--- src/rtl/watch_pkg.sv ---
// Shared types and constants for the digital-watch input front end.
// Digit select is one-hot with hrs1 on bit 0 and sec0 on bit 5.
package watch_pkg;

   localparam int unsigned DIGIT_W = 6;

   typedef enum logic {
      RUN = 1'b0,
      SET = 1'b1
   } state_e;

   localparam logic [DIGIT_W-1:0] DIG_SEC0  = 6'b100000;
   localparam logic [DIGIT_W-1:0] DIG_SEC1  = 6'b010000;
   localparam logic [DIGIT_W-1:0] DIG_MIN0  = 6'b001000;
   localparam logic [DIGIT_W-1:0] DIG_MIN1  = 6'b000100;
   localparam logic [DIGIT_W-1:0] DIG_HRS0  = 6'b000010;
   localparam logic [DIGIT_W-1:0] DIG_HRS1  = 6'b000001;
   localparam logic [DIGIT_W-1:0] DIG_NONE  = 6'b000000;
   localparam logic [DIGIT_W-1:0] DIG_FIRST = DIG_HRS1;

   // Debounced single-cycle press pulses, one per button.
   typedef struct packed {
      logic mode;
      logic sel;
      logic up;
      logic down;
   } btn_t;

   // Advance edit cursor hrs1 -> hrs0 -> ... -> sec0 -> hrs1.
   function automatic logic [DIGIT_W-1:0] digit_next(input logic [DIGIT_W-1:0] d);
      return {d[DIGIT_W-2:0], d[DIGIT_W-1]};
   endfunction

endpackage

--- src/rtl/btn_debounce.sv ---
// One push-button: 2-flop synchroniser, level debouncer and a registered
// single-cycle pulse on each accepted press (release gives no pulse).
module btn_debounce #(
   parameter int unsigned DEBOUNCE_CYC = 60000
) (
   input  logic clk_i,
   input  logic rst_ni,
   input  logic btn_i,
   output logic press_o
);

   localparam int unsigned CNT_W = (DEBOUNCE_CYC > 1) ? $clog2(DEBOUNCE_CYC) : 1;
   localparam logic [CNT_W-1:0] CNT_MAX = CNT_W'(DEBOUNCE_CYC - 1);

   logic             sync1_q;
   logic             sync2_q;
   logic             stable_q;
   logic             stable_d;
   logic             stable_dly_q;
   logic             press_q;
   logic [CNT_W-1:0] cnt_q;
   logic [CNT_W-1:0] cnt_d;

   // Count cycles the synchronised level disagrees with the accepted level.
   always_comb begin
      stable_d = stable_q;
      cnt_d    = '0;
      if (sync2_q != stable_q) begin
         if (cnt_q == CNT_MAX) begin
            stable_d = sync2_q;
         end else begin
            cnt_d = cnt_q + CNT_W'(1);
         end
      end
   end

   always_ff @(posedge clk_i) begin
      if (!rst_ni) begin
         sync1_q      <= 1'b0;
         sync2_q      <= 1'b0;
         stable_q     <= 1'b0;
         stable_dly_q <= 1'b0;
         press_q      <= 1'b0;
         cnt_q        <= '0;
      end else begin
         sync1_q      <= btn_i;
         sync2_q      <= sync1_q;
         stable_q     <= stable_d;
         stable_dly_q <= stable_q;
         press_q      <= stable_q & ~stable_dly_q;
         cnt_q        <= cnt_d;
      end
   end

   assign press_o = press_q;

endmodule

--- src/rtl/watch_input_ctrl.sv ---
// Watch front end: debounced buttons, RUN/SET mode FSM and the 1 Hz
// prescaler producing clock_en, digit select and up/down edit pulses.
module watch_input_ctrl
   import watch_pkg::*;
#(
   parameter int unsigned CLK_HZ       = 6000000,
   parameter int unsigned DEBOUNCE_CYC = 60000
) (
   input  logic               clk_6mhz,
   input  logic               rst,
   input  logic               btn_mode,
   input  logic               btn_sel,
   input  logic               btn_up,
   input  logic               btn_down,
   output logic               clock_en,
   output logic [DIGIT_W-1:0] digit,
   output logic               up,
   output logic               down,
   output logic               set_mode
);

   localparam int unsigned PRE_W = (CLK_HZ > 1) ? $clog2(CLK_HZ) : 1;
   localparam logic [PRE_W-1:0] PRE_MAX = PRE_W'(CLK_HZ - 1);

   btn_t               press;
   state_e             state_q;
   state_e             state_d;
   logic [DIGIT_W-1:0] digit_q;
   logic [DIGIT_W-1:0] digit_d;
   logic [PRE_W-1:0]   pre_q;
   logic [PRE_W-1:0]   pre_d;
   logic               clock_en_q;
   logic               clock_en_d;
   logic               up_q;
   logic               up_d;
   logic               down_q;
   logic               down_d;

   btn_debounce #(.DEBOUNCE_CYC(DEBOUNCE_CYC)) u_db_mode (
      .clk_i(clk_6mhz), .rst_ni(rst), .btn_i(btn_mode), .press_o(press.mode));
   btn_debounce #(.DEBOUNCE_CYC(DEBOUNCE_CYC)) u_db_sel (
      .clk_i(clk_6mhz), .rst_ni(rst), .btn_i(btn_sel), .press_o(press.sel));
   btn_debounce #(.DEBOUNCE_CYC(DEBOUNCE_CYC)) u_db_up (
      .clk_i(clk_6mhz), .rst_ni(rst), .btn_i(btn_up), .press_o(press.up));
   btn_debounce #(.DEBOUNCE_CYC(DEBOUNCE_CYC)) u_db_down (
      .clk_i(clk_6mhz), .rst_ni(rst), .btn_i(btn_down), .press_o(press.down));

   // Mode press dominates sel/up/down; the tick is gated on both sides of
   // a mode change so it never coincides with an edit pulse.
   always_comb begin
      state_d    = state_q;
      digit_d    = digit_q;
      pre_d      = '0;
      clock_en_d = 1'b0;
      up_d       = 1'b0;
      down_d     = 1'b0;

      case (state_q)
         RUN: begin
            if (press.mode) begin
               state_d = SET;
               digit_d = DIG_FIRST;
            end
         end
         SET: begin
            if (press.mode) begin
               state_d = RUN;
               digit_d = DIG_NONE;
            end else if (press.sel) begin
               digit_d = digit_next(digit_q);
            end
         end
         default: begin
            state_d = RUN;
            digit_d = DIG_NONE;
         end
      endcase

      if ((state_q == SET) && !press.mode && !(press.up && press.down)) begin
         up_d   = press.up;
         down_d = press.down;
      end

      if (state_q == RUN) begin
         pre_d      = (pre_q == PRE_MAX) ? '0 : pre_q + PRE_W'(1);
         clock_en_d = (pre_q == PRE_MAX) && (state_d == RUN);
      end
   end

   always_ff @(posedge clk_6mhz) begin
      if (!rst) begin
         state_q    <= RUN;
         digit_q    <= DIG_NONE;
         pre_q      <= '0;
         clock_en_q <= 1'b0;
         up_q       <= 1'b0;
         down_q     <= 1'b0;
      end else begin
         state_q    <= state_d;
         digit_q    <= digit_d;
         pre_q      <= pre_d;
         clock_en_q <= clock_en_d;
         up_q       <= up_d;
         down_q     <= down_d;
      end
   end

   assign clock_en = clock_en_q;
   assign digit    = digit_q;
   assign up       = up_q;
   assign down     = down_q;
   assign set_mode = (state_q == SET);

endmodule

--- config.mk ---
export PLATFORM = sky130hd
export DESIGN_NAME = watch_input_ctrl
export DESIGN_NICKNAME = d
export VERILOG_FILES = /design/src/rtl/watch_pkg.sv /design/src/rtl/btn_debounce.sv /design/src/rtl/watch_input_ctrl.sv
export SDC_FILE = /design/constraint.sdc
export NUM_CORES = 1
export LEC_CHECK = 0
export ABC_CLOCK_PERIOD_IN_PS = 4800
export BUFFER_PORTS_ARGS = -buffer_cell sky130_fd_sc_hd__buf_2
export CAP_MARGIN = 0
export CORE_MARGIN = 5
export CORE_UTILIZATION = 52
export CTS_CLUSTER_DIAMETER = 80
export CTS_CLUSTER_SIZE = 28
export DETAILED_ROUTE_END_ITERATION = 12
export PLACE_DENSITY = 0.77
export SYNTH_ARGS = -nofsm -noshare
export SYNTH_HDL_FRONTEND = slang
export SYNTH_HIERARCHICAL = 1
export SYNTH_SLANG_ARGS = --single-unit
--- constraint.sdc ---
create_clock -name clk_6mhz -period 4.8 [get_ports clk_6mhz]
set_clock_uncertainty 0.05 [all_clocks]
set_input_delay 0.72 -clock clk_6mhz [delete_from_list [all_inputs] [get_ports clk_6mhz]]
set_output_delay 0.72 -clock clk_6mhz [all_outputs]
set_load 0.05 [all_outputs]
==> summary.md <==
| Metric | Value |
|---|---|
| Critical path buffer and inverter count | 0 |
| Fin nets | 590 |
| Mux cell area share after synthesis | 0.791% |
| Fillers | 837 |
| Outcome | finished, final reports clean |
| Primary FF master, synth | dfxtp_1 |
| Critical path data arrival time | 2.39 ns |
| Worst Path Required | 5.12 ns |
| Slowest stage delay, CP | 0.60 ns |
| Latest clock arrival within the worst-skew pair | 0.51 ns |
| Largest family of logic cells by synthesized area | simple AND/OR/NAND/NOR gates |
| Register Area | 0.00234 mm² |
| Power, Total | 2.26 mW |
| Drt first pass iters | 4 |
| Final worst-path cycle share | 43.2% |
| Post-CTS Hold Fix Bufs | 0 |
| Pins over their slew limit | 0 |
| Post-synthesis adder-cell area fraction | 1.73% |
| Vias per cell | 5.46 |
| Avg Cell Area, Syn | 9.09 µm² |
| Relative max-transition margin | 41.8% |
| Tot GR Track Use | 17.8% |
| Die span in y | 109 µm |
| WS Path Type | reg -> reg |
| Hold Path Stages | 1 |
| Total routed wirelength | 9580 µm |
| H-tree depth | 4 |
| CTS sink cnt | 117 |
| Post-synthesis simple-gate area fraction | 31.8% |
| Drt drc | 0 |
| Clk slew on worst S/H paths | 0.06 ns |
| P per Cell Area | 389 mW/mm² |
| Most common cell after layout, fill and taps aside | dfxtp_1 |
| Fmax | 483 MHz |
| First-pass GRT wire length | 17000 µm |
| Non-filler cells, final | 721 |
| Core ar. | 0.00964 mm² |
| ANT cells | 0 |
| Worst Path Max Fanout | 21 |
| Number of port buffers | 15 |
| Synth Cell Area | 0.00506 mm² |
| # rows | 36 |
| Placed Cells | 691 |
| Setup TNS | 0 ns |
| Post-synth cell types | 42 |
| Layout cell share with drive strength beyond 1 | 10.4% |
| RSZ-0062 raised after global routing | no |
| WL/cell | 13.3 µm |
| Post-DP HPWL | 6320 µm |
| Worst Setup End Kind | register |
| Final ANT Viol Nets | 0 |
| Slowest cell on the critical path | a21o_1 |
| Vias post-DR | 3935 |
| Most frequent cells in the layout | dfxtp_1 (117), nor2_1 (84), nand4_1 (40) |
| Setup Buffers After CTS | 0 |
| TritonCTS clock tree | yes |
| GRT Residual Overflow | 0 |
| Die area | 0.0118 mm² |
| Lkg Pwr | 1.87 nW |
| Synthesized netlist net count | 570 |
| Critical path's top delay family | simple AND/OR/NAND/NOR gates |
| Multi-input gate area | 0.00256 mm² |
| Max Cap Viol | 0 |
| Post-synth EDFFs | 0 |
| Synth Area in XOR/XNOR | 11.1% |
| Critical path startpoint category | register |
| Crit path cell chain | ha_1 > nand3_2 > nor4_1 > a21o_1 > nor2_1 |
| Post-synth ARST share | 0% |
| # resized after CTS | 0 |
| Peak supply drop | 0.433 mV |
| Synthesis-stage register bit count | 117 |
| Worst hold path type | reg -> reg |
| Number of global-route vias before repair | 3854 |
| Area delta synth->final | 14.6% |
| CTS root buffer | clkbuf_8 |
| WP depth | 5 |
| Worst-margin pin slew | 0.861 ns |
| Io pins | 16 |
| Initial antenna violation count | 0 |
| Cells on worst reg2reg path | 5 |
| Crit path time final | 2.07 ns |
| Initial core utilization | 52.5% |
| DR iter-0 viols | 174 |
| Die W | 109 µm |
| Clock Path Buffers | 2 |
| TritonCTS Buffers | 17 |
| Final hold violations | 0 |
| Yosys warns | 6 |
| Routability cong. | 0.866 |
| Sequential cell area fraction in the yosys report | 46.3% |
| # setup viols final | 0 |
| Largest net degree at the start of global routing | 30 |
| Cells after synthesis | 557 |
| Area fraction in compound gates after synthesis | 5.14% |
-- flip-flops by register name (all words and copies together) (netlist names), 6 cells and up --
signal	count
pre_q	23
u_db_down/cnt_q	16
u_db_mode/cnt_q	16
u_db_sel/cnt_q	16
u_db_up/cnt_q	16
digit	6
-- metal layers --
layer	wire length, µm	global-route usage [%]	up-vias
met4	120	8.03	0
met2	4830	30.5	69
met3	336	4.20	16
met1	4300	21.2	1863
met5	0	0	-
li1	-	-	1987
-- power by group --
group / leakage (nW) / switching, mW / total, mW / internal (mW)
registers: 0.945 / 0.00486 / 0.983 / 0.979
logic: 0.634 / 0.0147 / 0.0229 / 0.00814
clock network: 0.289 / 0.414 / 1.25 / 0.838
total: 1.87 / 0.434 / 2.26 / 1.82
-- Yosys cell counts, types with 5 or more instances --
cell	count	area (µm²)
xnor2_1	35	307
nand3_1	24	120
and4_1	9	78.8
ha_1	7	87.6
xor2_1	29	254
and2_1	19	119
nand2_1	31	116
a22oi_1	5	37.5
nor2b_1	13	81.3
clkbuf_1	6	22.5
nor3_1	11	55.1
inv_1	17	63.8
o21ai_0	13	65.1
dfxtp_1	117	2340
or3_1	16	100
nor2_1	84	315
nor4_1	10	62.6
nand4_1	40	250
a21oi_1	17	85.1
-- stage by stage --
step	instance area (µm²)	worst slack, ns	hold WS (ns)	util [%]
6_report	5800	2.73	0.329	60.2
5_1_grt	5800	2.47	0.361	60.2
4_1_cts	5800	2.72	0.330	60.2
3_5_place_dp	5210	2.74	0.325	54.0
3_3_place_gp	5210	2.76	0.322	54.0
2_1_floorplan	5060	2.81	0.317	-
-- logic make-up (layout without fill, tap and decap cells) --
logic type,after synthesis,count (layout)
DFF,117,117
AOI/OAI and AO/OA,44,44
adders and majority gates,7,7
xor gates and xnor gates,64,64
and+or+nand+nor,290,290
buffers and inverters,31,62
muxes,4,4
-- path summary, 6_finish.rpt --
kind,from,to,slack [ns]
worst max-delay path,pre_q[0],pre_q[13],2.73
worst min-delay path,u_db_up/stable_dly_q,u_db_up/press_o,0.33
worst max register to register,pre_q[0],pre_q[13],2.73
worst min register to register,u_db_up/stable_dly_q,u_db_up/press_o,0.33
-- final cells by class --
cell class	count	share of cell area, %
multi-input cells	409	44.1
inverters	17	1.10
flip-flops and latches	117	40.4
repair buffers	15	1.29
well taps	133	2.87
clock buffers	22	8.15
clock inverters	8	2.13
Note: power is estimated with default switching activity, not from simulation.
